**src/rtl/register_bank_16_pkg.sv**
```systemverilog
// ---------------------------------------------------------------------------
// register_bank_16_pkg
//   Shared constants and helpers for the 16-entry register bank.
//   - DATA_W_DEFAULT : default register / data-port width
//   - NUM_REGS_FIXED : register count, tied to the 16-bit decoder enable
//   - REG_IDX_W      : width of a register index / read address
//   - REG_RESET_VAL  : value every register and data output takes on reset
//   - index_mask()   : selects the one-hot positions whose index has a given
//                      bit set; used to encode a one-hot vector into an index
// ---------------------------------------------------------------------------
package register_bank_16_pkg;

  localparam int DATA_W_DEFAULT = 32;
  localparam int NUM_REGS_FIXED = 16;
  localparam int REG_IDX_W      = 4;

  localparam logic [DATA_W_DEFAULT-1:0] REG_RESET_VAL = '0;

  // Bit k of the result is set when bit `bit_pos` of k is set. OR-reducing a
  // one-hot vector under this mask yields bit `bit_pos` of its index.
  function automatic logic [NUM_REGS_FIXED-1:0] index_mask(input int bit_pos);
    logic [NUM_REGS_FIXED-1:0] mask;
    mask = '0;
    for (int k = 0; k < NUM_REGS_FIXED; k++) begin
      mask[k] = ((k >> bit_pos) & 1) == 1;
    end
    return mask;
  endfunction

endpackage

```
**src/rtl/register_bank_16_onehot_to_index.sv**
```systemverilog
// ---------------------------------------------------------------------------
// register_bank_16_onehot_to_index
//   Purely combinational one-hot encoder with an integrity flag.
//   Ports:
//     i_vec          : 16-bit enable vector from the destination decoder
//     o_index        : index of the set bit (meaningful only when valid)
//     o_valid_onehot : 1 when exactly one bit of i_vec is set
// ---------------------------------------------------------------------------
module register_bank_16_onehot_to_index
  import register_bank_16_pkg::*;
(
  input  logic [NUM_REGS_FIXED-1:0] i_vec,
  output logic [REG_IDX_W-1:0]      o_index,
  output logic                      o_valid_onehot
);

  // Prefix chains: w_any[k] = some bit below k is set,
  // w_multi[k] = at least two bits below k are set.
  logic [NUM_REGS_FIXED:0] w_any;
  logic [NUM_REGS_FIXED:0] w_multi;

  assign w_any[0]   = 1'b0;
  assign w_multi[0] = 1'b0;

  for (genvar gi = 0; gi < NUM_REGS_FIXED; gi++) begin : g_chain
    assign w_any[gi+1]   = w_any[gi] | i_vec[gi];
    assign w_multi[gi+1] = w_multi[gi] | (w_any[gi] & i_vec[gi]);
  end

  assign o_valid_onehot = w_any[NUM_REGS_FIXED] & ~w_multi[NUM_REGS_FIXED];

  // Each index bit is the OR of the vector positions that have that bit set.
  for (genvar gi = 0; gi < REG_IDX_W; gi++) begin : g_index
    assign o_index[gi] = |(i_vec & index_mask(gi));
  end

endmodule

```
**src/rtl/register_bank_16.sv**
```systemverilog
// ---------------------------------------------------------------------------
// register_bank_16
//   16-entry general-purpose register file fed by a 4-to-16 destination
//   decoder with one cycle of latency. Write data is delayed one cycle to
//   line up with the decoder's registered one-hot enable; two registered
//   read ports forward a same-cycle commit; a sticky flag records any
//   qualified write whose enable was not exactly one-hot.
//   Ports:
//     clk        : clock, all state on posedge
//     rst        : asynchronous active-high reset
//     wr_req     : write request, same cycle the destination goes to decoder
//     wr_data    : write value, valid with wr_req
//     enable     : one-hot write enable from decoder, one cycle after wr_req
//     rd_addr_a  : read port A address
//     rd_addr_b  : read port B address
//     rd_data_a  : read port A data, one cycle after address
//     rd_data_b  : read port B data, one cycle after address
//     wr_commit  : one-cycle pulse per applied write
//     onehot_err : sticky non-one-hot enable flag, cleared only by reset
// ---------------------------------------------------------------------------
module register_bank_16
  import register_bank_16_pkg::*;
#(
  parameter int DATA_W   = DATA_W_DEFAULT,
  parameter int NUM_REGS = NUM_REGS_FIXED,
  parameter int ZERO_R0  = 0
) (
  input  logic                      clk,
  input  logic                      rst,
  input  logic                      wr_req,
  input  logic [DATA_W-1:0]         wr_data,
  input  logic [NUM_REGS_FIXED-1:0] enable,
  input  logic [REG_IDX_W-1:0]      rd_addr_a,
  input  logic [REG_IDX_W-1:0]      rd_addr_b,
  output logic [DATA_W-1:0]         rd_data_a,
  output logic [DATA_W-1:0]         rd_data_b,
  output logic                      wr_commit,
  output logic                      onehot_err
);

  // The enable bus is hard-wired to 16 bits, so the bank size cannot vary.
  if (NUM_REGS != NUM_REGS_FIXED) begin : g_bad_num_regs
    $error("register_bank_16: NUM_REGS must be 16");
  end

  localparam logic [DATA_W-1:0] RST_VAL = DATA_W'(REG_RESET_VAL);

  // -------------------------------------------------------------------------
  // Alignment stage: hold the request one cycle so it meets the decoder's
  // registered enable.
  // -------------------------------------------------------------------------
  logic              r_wr_req_q;
  logic [DATA_W-1:0] r_wr_data_q;

  always_ff @(posedge clk or posedge rst) begin
    if (rst) begin
      r_wr_req_q  <= 1'b0;
      r_wr_data_q <= RST_VAL;
    end else begin
      r_wr_req_q  <= wr_req;
      r_wr_data_q <= wr_data;
    end
  end

  // -------------------------------------------------------------------------
  // Commit decode. Enable is only meaningful while an aligned request is
  // pending; otherwise it is ignored completely.
  // -------------------------------------------------------------------------
  logic [REG_IDX_W-1:0] w_idx;
  logic                 w_onehot;
  logic                 w_commit;
  logic                 w_bad_enable;

  register_bank_16_onehot_to_index u_onehot_to_index (
    .i_vec          (enable),
    .o_index        (w_idx),
    .o_valid_onehot (w_onehot)
  );

  assign w_commit     = r_wr_req_q & w_onehot;
  assign w_bad_enable = r_wr_req_q & ~w_onehot;

  // Per-register write strobes. With ZERO_R0 the strobe for entry 0 is
  // suppressed, but the commit itself (and its pulse) still happens.
  logic [NUM_REGS-1:0] w_reg_we;

  for (genvar gi = 0; gi < NUM_REGS; gi++) begin : g_we
    if ((ZERO_R0 != 0) && (gi == 0)) begin : g_r0_hardwired
      assign w_reg_we[gi] = 1'b0;
    end else begin : g_r_writable
      assign w_reg_we[gi] = w_commit && (w_idx == REG_IDX_W'(gi));
    end
  end

  // -------------------------------------------------------------------------
  // Register array
  // -------------------------------------------------------------------------
  logic [DATA_W-1:0] r_regs [NUM_REGS];

  always_ff @(posedge clk or posedge rst) begin
    if (rst) begin
      for (int k = 0; k < NUM_REGS; k++) begin
        r_regs[k] <= RST_VAL;
      end
    end else begin
      for (int k = 0; k < NUM_REGS; k++) begin
        if (w_reg_we[k]) begin
          r_regs[k] <= r_wr_data_q;
        end
      end
    end
  end

  // -------------------------------------------------------------------------
  // Read ports. A commit landing this cycle is forwarded so the read sees the
  // value the array will hold after the edge. Address 0 under ZERO_R0 wins
  // over the forward path.
  // -------------------------------------------------------------------------
  logic [DATA_W-1:0] w_rd_next_a;
  logic [DATA_W-1:0] w_rd_next_b;

  always_comb begin
    w_rd_next_a = r_regs[rd_addr_a];
    if (w_commit && (w_idx == rd_addr_a)) begin
      w_rd_next_a = r_wr_data_q;
    end
    if ((ZERO_R0 != 0) && (rd_addr_a == '0)) begin
      w_rd_next_a = RST_VAL;
    end
  end

  always_comb begin
    w_rd_next_b = r_regs[rd_addr_b];
    if (w_commit && (w_idx == rd_addr_b)) begin
      w_rd_next_b = r_wr_data_q;
    end
    if ((ZERO_R0 != 0) && (rd_addr_b == '0)) begin
      w_rd_next_b = RST_VAL;
    end
  end

  always_ff @(posedge clk or posedge rst) begin
    if (rst) begin
      rd_data_a <= RST_VAL;
      rd_data_b <= RST_VAL;
    end else begin
      rd_data_a <= w_rd_next_a;
      rd_data_b <= w_rd_next_b;
    end
  end

  // -------------------------------------------------------------------------
  // Status outputs
  // -------------------------------------------------------------------------
  always_ff @(posedge clk or posedge rst) begin
    if (rst) begin
      wr_commit  <= 1'b0;
      onehot_err <= 1'b0;
    end else begin
      wr_commit  <= w_commit;
      onehot_err <= onehot_err | w_bad_enable;
    end
  end

endmodule

```
**config.mk**
```make
export PLATFORM = sky130hd
export DESIGN_NAME = register_bank_16
export DESIGN_NICKNAME = d
export VERILOG_FILES = /design/src/rtl/register_bank_16_pkg.sv /design/src/rtl/register_bank_16_onehot_to_index.sv /design/src/rtl/register_bank_16.sv
export SDC_FILE = /design/constraint.sdc
export NUM_CORES = 1
export LEC_CHECK = 0
export CORE_MARGIN = 4
export CORE_UTILIZATION = 49
export CTS_CLUSTER_DIAMETER = 100
export DETAILED_ROUTE_END_ITERATION = 16
export PLACE_DENSITY = 0.64
export SLEW_MARGIN = 30
export SYNTH_ARGS = -nofsm -noshare
export SYNTH_HDL_FRONTEND = slang
export SYNTH_SLANG_ARGS = --single-unit
export TNS_END_PERCENT = 5
```
**constraint.sdc**
```tcl
create_clock -name clk -period 68.9 [get_ports clk]
set_input_delay 17.225 -clock clk [delete_from_list [all_inputs] [get_ports clk]]
set_output_delay 17.225 -clock clk [all_outputs]
set_load 0.02 [all_outputs]
```
==> results of run 1 <==
## metrics by stage
stage	instance area, um^2	worst slack (ns)	hold slack, ns
floorplan	30500	34.57	0.491
global placement	32400	47.67	0.457
detailed placement	32400	47.58	0.463
CTS	34700	48.19	0.477
global route	34700	48.11	0.483
finish	34700	48.36	0.472
## synth_stat cells, types with 2 or more instances
| master | count | area (um^2) |
|---|---|---|
| sky130_fd_sc_hd__dfrtp_1 | 611 | 15300 |
| sky130_fd_sc_hd__mux2_2 | 576 | 6490 |
| sky130_fd_sc_hd__mux4_2 | 288 | 6490 |
| sky130_fd_sc_hd__clkbuf_1 | 93 | 349 |
| sky130_fd_sc_hd__buf_2 | 50 | 250 |
| sky130_fd_sc_hd__a211oi_1 | 33 | 248 |
| sky130_fd_sc_hd__a21oi_1 | 33 | 165 |
| sky130_fd_sc_hd__mux2i_1 | 33 | 330 |
| sky130_fd_sc_hd__nor2b_1 | 32 | 200 |
| sky130_fd_sc_hd__buf_1 | 25 | 93.8 |
| sky130_fd_sc_hd__nand3_1 | 12 | 60.1 |
| sky130_fd_sc_hd__nand4_1 | 9 | 56.3 |
| sky130_fd_sc_hd__nor2_1 | 8 | 30.0 |
| sky130_fd_sc_hd__nor3_1 | 6 | 30.0 |
| sky130_fd_sc_hd__xnor2_1 | 5 | 43.8 |
| sky130_fd_sc_hd__nand2_1 | 4 | 15.0 |
| sky130_fd_sc_hd__or4_1 | 4 | 30.0 |
| sky130_fd_sc_hd__buf_6 | 3 | 33.8 |
| sky130_fd_sc_hd__inv_1 | 3 | 11.3 |
| sky130_fd_sc_hd__nand4b_1 | 3 | 26.3 |
| sky130_fd_sc_hd__nor4_1 | 3 | 18.8 |
| sky130_fd_sc_hd__nor4_4 | 3 | 63.8 |
| sky130_fd_sc_hd__or3_1 | 3 | 18.8 |
| sky130_fd_sc_hd__o21a_1 | 2 | 15.0 |
| sky130_fd_sc_hd__o21ai_0 | 2 | 10.0 |
| sky130_fd_sc_hd__o31ai_1 | 2 | 15.0 |
| sky130_fd_sc_hd__xor2_1 | 2 | 17.5 |
## worst paths after layout
| kind | cells after the start | slack (ns) | from | to |
|---|---|---|---|---|
| max in group asynchronous | 6 | 49.11 | rst | rd_data_b[12] |
| hold reg to reg | 1 | 0.47 | onehot_err | onehot_err |
| hold / removal | 1 | 0.47 | onehot_err | onehot_err |
| setup / recovery | 8 | 48.36 | enable[5] | r_regs[175] |
| setup reg to reg | 5 | 65.87 | r_wr_req_q | r_regs[324] |
| min in group asynchronous | 2 | 17.06 | rst | onehot_err |
## state kept, by name (all words and copies together) (netlist names)
name and count:
r_regs 512, r_wr_data_q 32, rd_data_a 32, rd_data_b 32, onehot_err 1, r_wr_req_q 1
wr_commit 1
## logic make-up (layout without fill, tap and decap cells)
group           Yosys count  in the layout  share of synthesized area
flops                   611            611                      0.501
compound gates           82             82                     0.0178
simple gates             91             91                     0.0195
xor+xnor                  7              7                    0.00201
buf+inv                 174            290                     0.0242
mux                     897            897                      0.436
## worst max-delay path, delay by kind of cell
family,cells,cell delay [ns]
and+or+nand+nor,4,1.93
buffers and inverters,2,1.14
muxes,2,0.66
## per-layer routing
metal	global-route usage	up-vias
li1	-	7400
met1	0.355	9822
met2	0.385	471
met3	0.0407	102
met4	0.0534	2
met5	0	-
## layout make-up
| type | count | area share |
|---|---|---|
| clock buffers | 101 | 0.0594 |
| clock inverters | 21 | 0.00465 |
| inverters | 3 | 0.000540 |
| multi-input cells | 1077 | 0.419 |
| flip-flops and latches | 611 | 0.440 |
| well taps | 837 | 0.0302 |
| repair buffers | 165 | 0.0461 |
## cells in the final DEF, fill, tap and decap left out, types with 15 or more instances in the layout
cell type / synthesis / final
sky130_fd_sc_hd__dfrtp_1: 611 / 611
sky130_fd_sc_hd__clkbuf_8: 0 / 15
sky130_fd_sc_hd__mux2_2: 576 / 576
sky130_fd_sc_hd__clkbuf_16: 0 / 73
sky130_fd_sc_hd__nor2b_1: 32 / 32
sky130_fd_sc_hd__buf_4: 0 / 36
sky130_fd_sc_hd__a211oi_1: 33 / 33
sky130_fd_sc_hd__mux2i_1: 33 / 33
sky130_fd_sc_hd__clkdlybuf4s50_1: 0 / 116
sky130_fd_sc_hd__clkinv_2: 0 / 17
sky130_fd_sc_hd__a21oi_1: 33 / 33
sky130_fd_sc_hd__clkbuf_1: 93 / 15
sky130_fd_sc_hd__mux4_2: 288 / 288
## where the power goes
part	internal, W	switching, W	leakage [nW]	total (W)
Combinational	0.0000144	0.0000249	6.49	0.0000393
Sequential	0.000361	0.00000521	8.42	0.000366
Clock	0.000215	0.000146	1.11	0.000360
==> PnR_summary.wiki, run 1 <==
{| class="wikitable"
! Metric !! Value
|-
| Post-synth design cell area || 0.0305 mm^2
|-
| Met1 Routed Length || approximately 35 mm
|-
| Setup violations, final || 0
|-
| Root buffer cell || sky130_fd_sc_hd__clkbuf_16
|-
| Clk_skew || approximately 0.015 ns
|-
| Async S/R FF share, synth || 1.00
|-
| Area growth, synth to finish || 13.8%
|-
| Top layer used by detailed routing || met5
|-
| Detail Route met2 WL || around 38 mm
|-
| Share of the core filled with cells in the final layout || 0.563
|-
| Number of global-route vias before repair || about 19000
|-
| DRC marker count from the first detailed-route iteration || between 1000 and 1500
|-
| Sum of net half-perimeters after detailed placement || approximately 43 mm
|-
| Leak Pwr || 16.0 nW
|-
| Remaining Overflow, GRT || 0
|-
| Residual DRC count || 0
|-
| Insertion delay of the later-clocked pin in the worst-skew pair || 0.60 ns
|-
| Number of non-filler instances in the completed layout || between 2000 and 3000
|-
| Number of hold-repair buffers added at the cts stage || 0
|-
| Gates resized, CTS repair || 0
|-
| Number of iterations in the first detailed-routing pass || 5
|-
| Max-cap violation count || 0
|-
| Clock slew seen by the registers of the worst setup and hold paths || around 0.060 ns
|-
| Tightest Pin Transition || ~1 ns
|-
| Diode insertion count for antenna repair || 0
|-
| Final Max Slew Viols || 0
|-
| Setup repair after global routing missed its margin || no
|-
| Worst setup EP type || flop
|-
| Remaining max-slew budget at the tightest pin || 0.324
|-
| Highest attainable clock frequency || 48.7 MHz
|-
| Outcome || complete, no violations
|-
| Antenna violations before repair || 3
|-
| Total Wirelength || ~79 mm
|-
| Post-detailed-route wirelength per cell || around 28 um
|-
| Number of buffers on the longest clock path || 3
|-
| Ratio of total power to cell area || 22.0 mW/mm^2
|-
| Worst Hold Class || flop to flop
|-
| Total negative slack || 0 ns
|-
| # port buffers || around 120
|-
| Placed Cells incl. Taps || between 2000 and 3000
|-
| Number of CTS-inserted buffers || 68
|-
| Final worst path period need || 20.54 ns
|-
| Post-CTS setup buffer count || 0
|-
| Flops & latches, synth || 611
|-
| First-pass GRT wire length || between 100 and 150 mm
|-
| Arrival time at the worst endpoint || approximately 21 ns
|-
| Post-route antenna net violation count || 0
|-
| Critical Setup Path Class || primary input to flop
|-
| Crit-path max FO || 22
|-
| Final period util || 0.298
|-
| Full die area || around 0.066 mm^2
|-
| Number of enable flip-flop cells after synthesis || 0
|-
| Number of placement rows || approximately 90
|-
| Die span in y || about 260 um
|-
| Synthesized area divided by synthesized cell count || roughly 16 um^2
|-
| Register area share after synthesis || 0.501
|-
| Peak ir drop on the vdd network || ~16 uV
|-
| Layout cells sized above 1 || 0.524
|-
| Number of sinks handled by clock tree synthesis || between 600 and 700
|-
| I/O pin cnt || approximately 130
|-
| Global placer's final weighted congestion || a little over 0.8
|-
| Sum of internal, switching and leakage power || between 0.0007 and 0.0008 W
|-
| Longest individual stage delay on the worst path || 0.80 ns
|-
| Worst setup SP type || primary input
|-
| Total routing resource utilization after global routing || 0.241
|-
| Core area || about 0.06 mm^2
|-
| Met3 routed WL || around 4.1 mm
|-
| Pin count of the biggest net entering global routing || approximately 120
|-
| Final hold violation count || 0
|-
| Total number of nets in the final design || just under 2000
|-
| Maximum level of the CTS H-tree || 3
|-
| Total of fill cells in the finished design || 4944
|-
| Post-synth top flop || sky130_fd_sc_hd__dfrtp_1
|-
| Count of yosys warnings during synthesis || 0
|-
| Synthesized Nets || a little under 2000
|-
| Seq. cell area || approximately 0.015 mm^2
|-
| Required time at the endpoint of the critical path || 69.37 ns
|-
| Area of the multi-input gates || approximately 0.015 mm^2
|-
| Synthesized instance count || roughly 1900
|-
| Slowest cell on crit path || sky130_fd_sc_hd__nand4_1
|-
| Initial Utilization || 0.495
|-
| Die X-Extent || about 260 um
|-
| Crit-path cells || clkdlybuf4s50_1, nor4_4, nand4b_1, mux2i_1, and3_1, nand4_1, buf_4, mux2_2
|-
| Mean number of vias per cell || 6.32
|-
| Number of unique standard cell types used by synthesis || around 40
|-
| Vias after detailed routing || around 18000
|-
| CTS tree || done
|}
(Power assumes the default switching activity.)
==> inputs of run 2 (changes only) <==
--- a/config.mk
+++ b/config.mk
@@ -9,7 +9,7 @@
 export CORE_UTILIZATION = 49
 export CTS_CLUSTER_DIAMETER = 100
 export DETAILED_ROUTE_END_ITERATION = 16
-export PLACE_DENSITY = 0.64
+export PLACE_DENSITY = 0.66
 export SLEW_MARGIN = 30
 export SYNTH_ARGS = -nofsm -noshare
 export SYNTH_HDL_FRONTEND = slang
==> constraint.sdc (replaced) <==
create_clock -name clk -period 17.3 [get_ports clk]
set_input_delay 4.325 -clock clk [delete_from_list [all_inputs] [get_ports clk]]
set_output_delay 4.325 -clock clk [all_outputs]
set_load 0.02 [all_outputs]
==> run 2 against run 1 <==
Effect of this change: clock power rose to 4.2 times the previous value; sequential share of layout area fell by 0.21 points; count of clock-buffer cells in the layout rose by 1; setup slack got worse by 39 ns; wire length fell by 1.9%; clock skew rose by 0.0045 ns; power rose to 4.1 times the previous value; cell count barely moved; largest cell class unchanged.
==> PnR_summary.wiki, run 2 (synthesized netlist as in run 1, its figures left out) <==
{| class="wikitable"
! Metric !! Value
|-
| Start point of the worst min-delay path || onehot_err
|-
| Clk_skew || 0.0198 ns (+0.00445 ns)
|-
| Total number of nets in the final design || 1987 (+0.10%)
|-
| Leak Pwr || 16.1 nW (+0.41%)
|-
| Clock slew seen by the registers of the worst setup and hold paths || 0.05 ns (about the same)
|-
| Highest attainable clock frequency || around 130 MHz
|-
| Number of CTS-inserted buffers || 69 (+1.5%)
|-
| Post-route design area || 0.0349 mm^2 (+0.47%)
|-
| Instance area at placement || 0.0325 mm^2 (about the same)
|-
| Arrival time at the worst endpoint || 7.94 ns (-13.07 ns)
|-
| Post-CTS setup buffer count || 0 (unchanged)
|-
| CTS tree || done
|-
| Required time at the endpoint of the critical path || 17.77 ns (-51.60 ns)
|-
| Peak ir drop on the vdd network || 62.9 uV (+290%)
|-
| First-pass GRT wire length || 120 mm (-1.1%)
|-
| Antenna violations before repair || 0 (-3)
|-
| Number of global-route vias before repair || 19200 (+0.64%)
|-
| Outcome || complete, no violations
|-
| Register with the most flip-flops || r_regs
|-
| Full die area || 0.0664 mm^2 (unchanged)
|-
| Flip-flop count of the largest register after layout || 512 (unchanged)
|-
| Register-to-register setup slack || 14.38 ns (-51.49 ns)
|-
| Global placer's final weighted congestion || 0.802 (-1.9%)
|-
| Insertion delay of the later-clocked pin in the worst-skew pair || 0.60 ns (about the same)
|-
| Root buffer cell || sky130_fd_sc_hd__clkbuf_16
|-
| Final Max Slew Viols || 0 (unchanged)
|-
| Diode insertion count for antenna repair || 0 (unchanged)
|-
| R2R Path End || r_regs[315]
|-
| Leading cell type in the layout, fill and taps excluded || sky130_fd_sc_hd__dfrtp_1
|-
| Launching point of the worst reg2reg path || r_wr_req_q
|-
| Core area || 0.0617 mm^2 (unchanged)
|-
| I/O pin cnt || 125 (unchanged)
|-
| Total routing resource utilization after global routing || 0.237 (-0.00450)
|-
| Setup repair after global routing missed its margin || no
|-
| Vias after detailed routing || 17700 (-0.34%)
|-
| Total negative slack || 0 ns (unchanged)
|-
| DRC marker count from the first detailed-route iteration || 1317 (+8.7%)
|-
| Number of buffers on the longest clock path || 3 (unchanged)
|-
| Final period util || 0.432
|-
| Commonest cells after routing, fill and taps aside || sky130_fd_sc_hd__dfrtp_1, sky130_fd_sc_hd__mux2_2, sky130_fd_sc_hd__mux4_2
|-
| Gates resized, CTS repair || 0 (unchanged)
|-
| Worst setup SP type || primary input
|-
| Number of placement rows || 91 (unchanged)
|-
| Ratio of total power to cell area || 89.7 mW/mm^2 (+310%)
|-
| Final worst path period need || about 7.5 ns
|-
| Sum of net half-perimeters after detailed placement || 42.1 mm (-1.2%)
|-
| Area growth, synth to finish || 14.3%
|-
| Max-cap violation count || 0 (unchanged)
|-
| Mean number of vias per cell || 6.30 (-0.30%)
|-
| Crit-path max FO || 19 (-14%)
|-
| Layout cells sized above 1 || 0.525 (+0.000771)
|-
| Final hold violation count || 0 (unchanged)
|-
| Pin count of the biggest net entering global routing || 175 (+43%)
|-
| Die X-Extent || 258 um (unchanged)
|-
| Residual DRC count || 0 (unchanged)
|-
| Setup violations, final || 0 (unchanged)
|-
| Path depth of the worst reg2reg path || 5 (unchanged)
|-
| Number of sinks handled by clock tree synthesis || 611 (unchanged)
|-
| Post-detailed-route wirelength per cell || 27.5 um (-1.9%)
|-
| Endpoint with the worst hold slack || onehot_err
|-
| Worst Hold Class || flop to flop
|-
| Tightest Pin Transition || 0.870 ns (-0.144 ns)
|-
| Remaining max-slew budget at the tightest pin || 0.420 (+0.0960)
|-
| Critical Setup Path Class || primary input to flop
|-
| Total of fill cells in the finished design || 4815 (-2.6%)
|-
| Initial Utilization || 0.495 (unchanged)
|-
| Die span in y || 258 um (unchanged)
|-
| Number of iterations in the first detailed-routing pass || 4 (-1)
|-
| Number of hold-repair buffers added at the cts stage || 0 (unchanged)
|-
| # port buffers || 124 (unchanged)
|-
| Hold-critical path depth || 1 (unchanged)
|-
| Post-route antenna net violation count || 0 (unchanged)
|-
| Maximum level of the CTS H-tree || 3 (unchanged)
|-
| Worst setup EP type || flop
|-
| Remaining Overflow, GRT || 0 (unchanged)
|-
| Total Wirelength || 77.5 mm (-1.9%)
|}
[run 2: worst max-delay path, stage by stage]
cell,delay (ns)
sky130_fd_sc_hd__clkdlybuf4s50_1,0.53
sky130_fd_sc_hd__nor4_4,0.53
sky130_fd_sc_hd__nand4b_1,0.19
sky130_fd_sc_hd__mux2i_1,0.37
sky130_fd_sc_hd__and3_1,0.43
sky130_fd_sc_hd__nand3_2,0.65
sky130_fd_sc_hd__buf_4,0.55
sky130_fd_sc_hd__mux2_2,0.33
[run 2: routing by layer]
metal  up-vias  global-route usage  routed length, um
met4         0              0.0592               1450
met5         -                   0                  0
li1       7415                   -                  -
met3        89              0.0390               3990
met1      9730               0.345              34700
met2       503               0.379              37300
[run 2: worst max-delay path by stage]
| stage | cells past startpoint | slack, ns | endpoint | start |
|---|---|---|---|---|
| after floorplan | 1 | 4.64 | onehot_err | rst |
| after global placement | 8 | 8.99 | r_regs[175] | enable[5] |
| after detailed placement | 8 | 8.85 | rd_data_a[18] | enable[4] |
| after CTS | 8 | 9.47 | rd_data_a[18] | enable[4] |
| after global routing | 6 | 9.55 | rd_data_b[12] | rd_addr_b[0] |
| final | 8 | 9.83 | r_regs[315] | enable[4] |
[run 2: per-stage QoR]
| step | std cells | total power (W) | hold slack, ns | worst slack [ns] | util |
|---|---|---|---|---|---|
| final | 2814 | 0.00313 | 0.479 | 9.83 | 0.566 |
| after global routing | 2814 | 0.00324 | 0.502 | 9.55 | 0.566 |
| after CTS | 2811 | 0.00317 | 0.482 | 9.47 | 0.564 |
| after detailed placement | 2691 | 0.00164 | 0.469 | 8.85 | 0.526 |
| after global placement | 2689 | 0.00164 | 0.445 | 8.99 | 0.526 |
| after floorplan | 1862 | 0.00158 | 0.491 | 4.64 | - |
[run 2: area by class of cell]
cell class                 count  area [um^2]  share of cell area
sequential                   611        15300               0.438
clock buffer                 102         2100              0.0601
tap                          837         1050              0.0300
multi-input combinational   1077        14600               0.417
inverter                       3         15.0            0.000430
clock inverter                18          268             0.00767
timing repair buffer         166         1630              0.0467
[run 2: power by group]
part / switching [W] / leakage (nW) / internal (W)
Combinational: 0.0000977 / 6.50 / 0.0000576
Clock: 0.000577 / 1.17 / 0.000939
Sequential: 0.0000211 / 8.42 / 0.00144
Total: 0.000695 / 16.1 / 0.00243
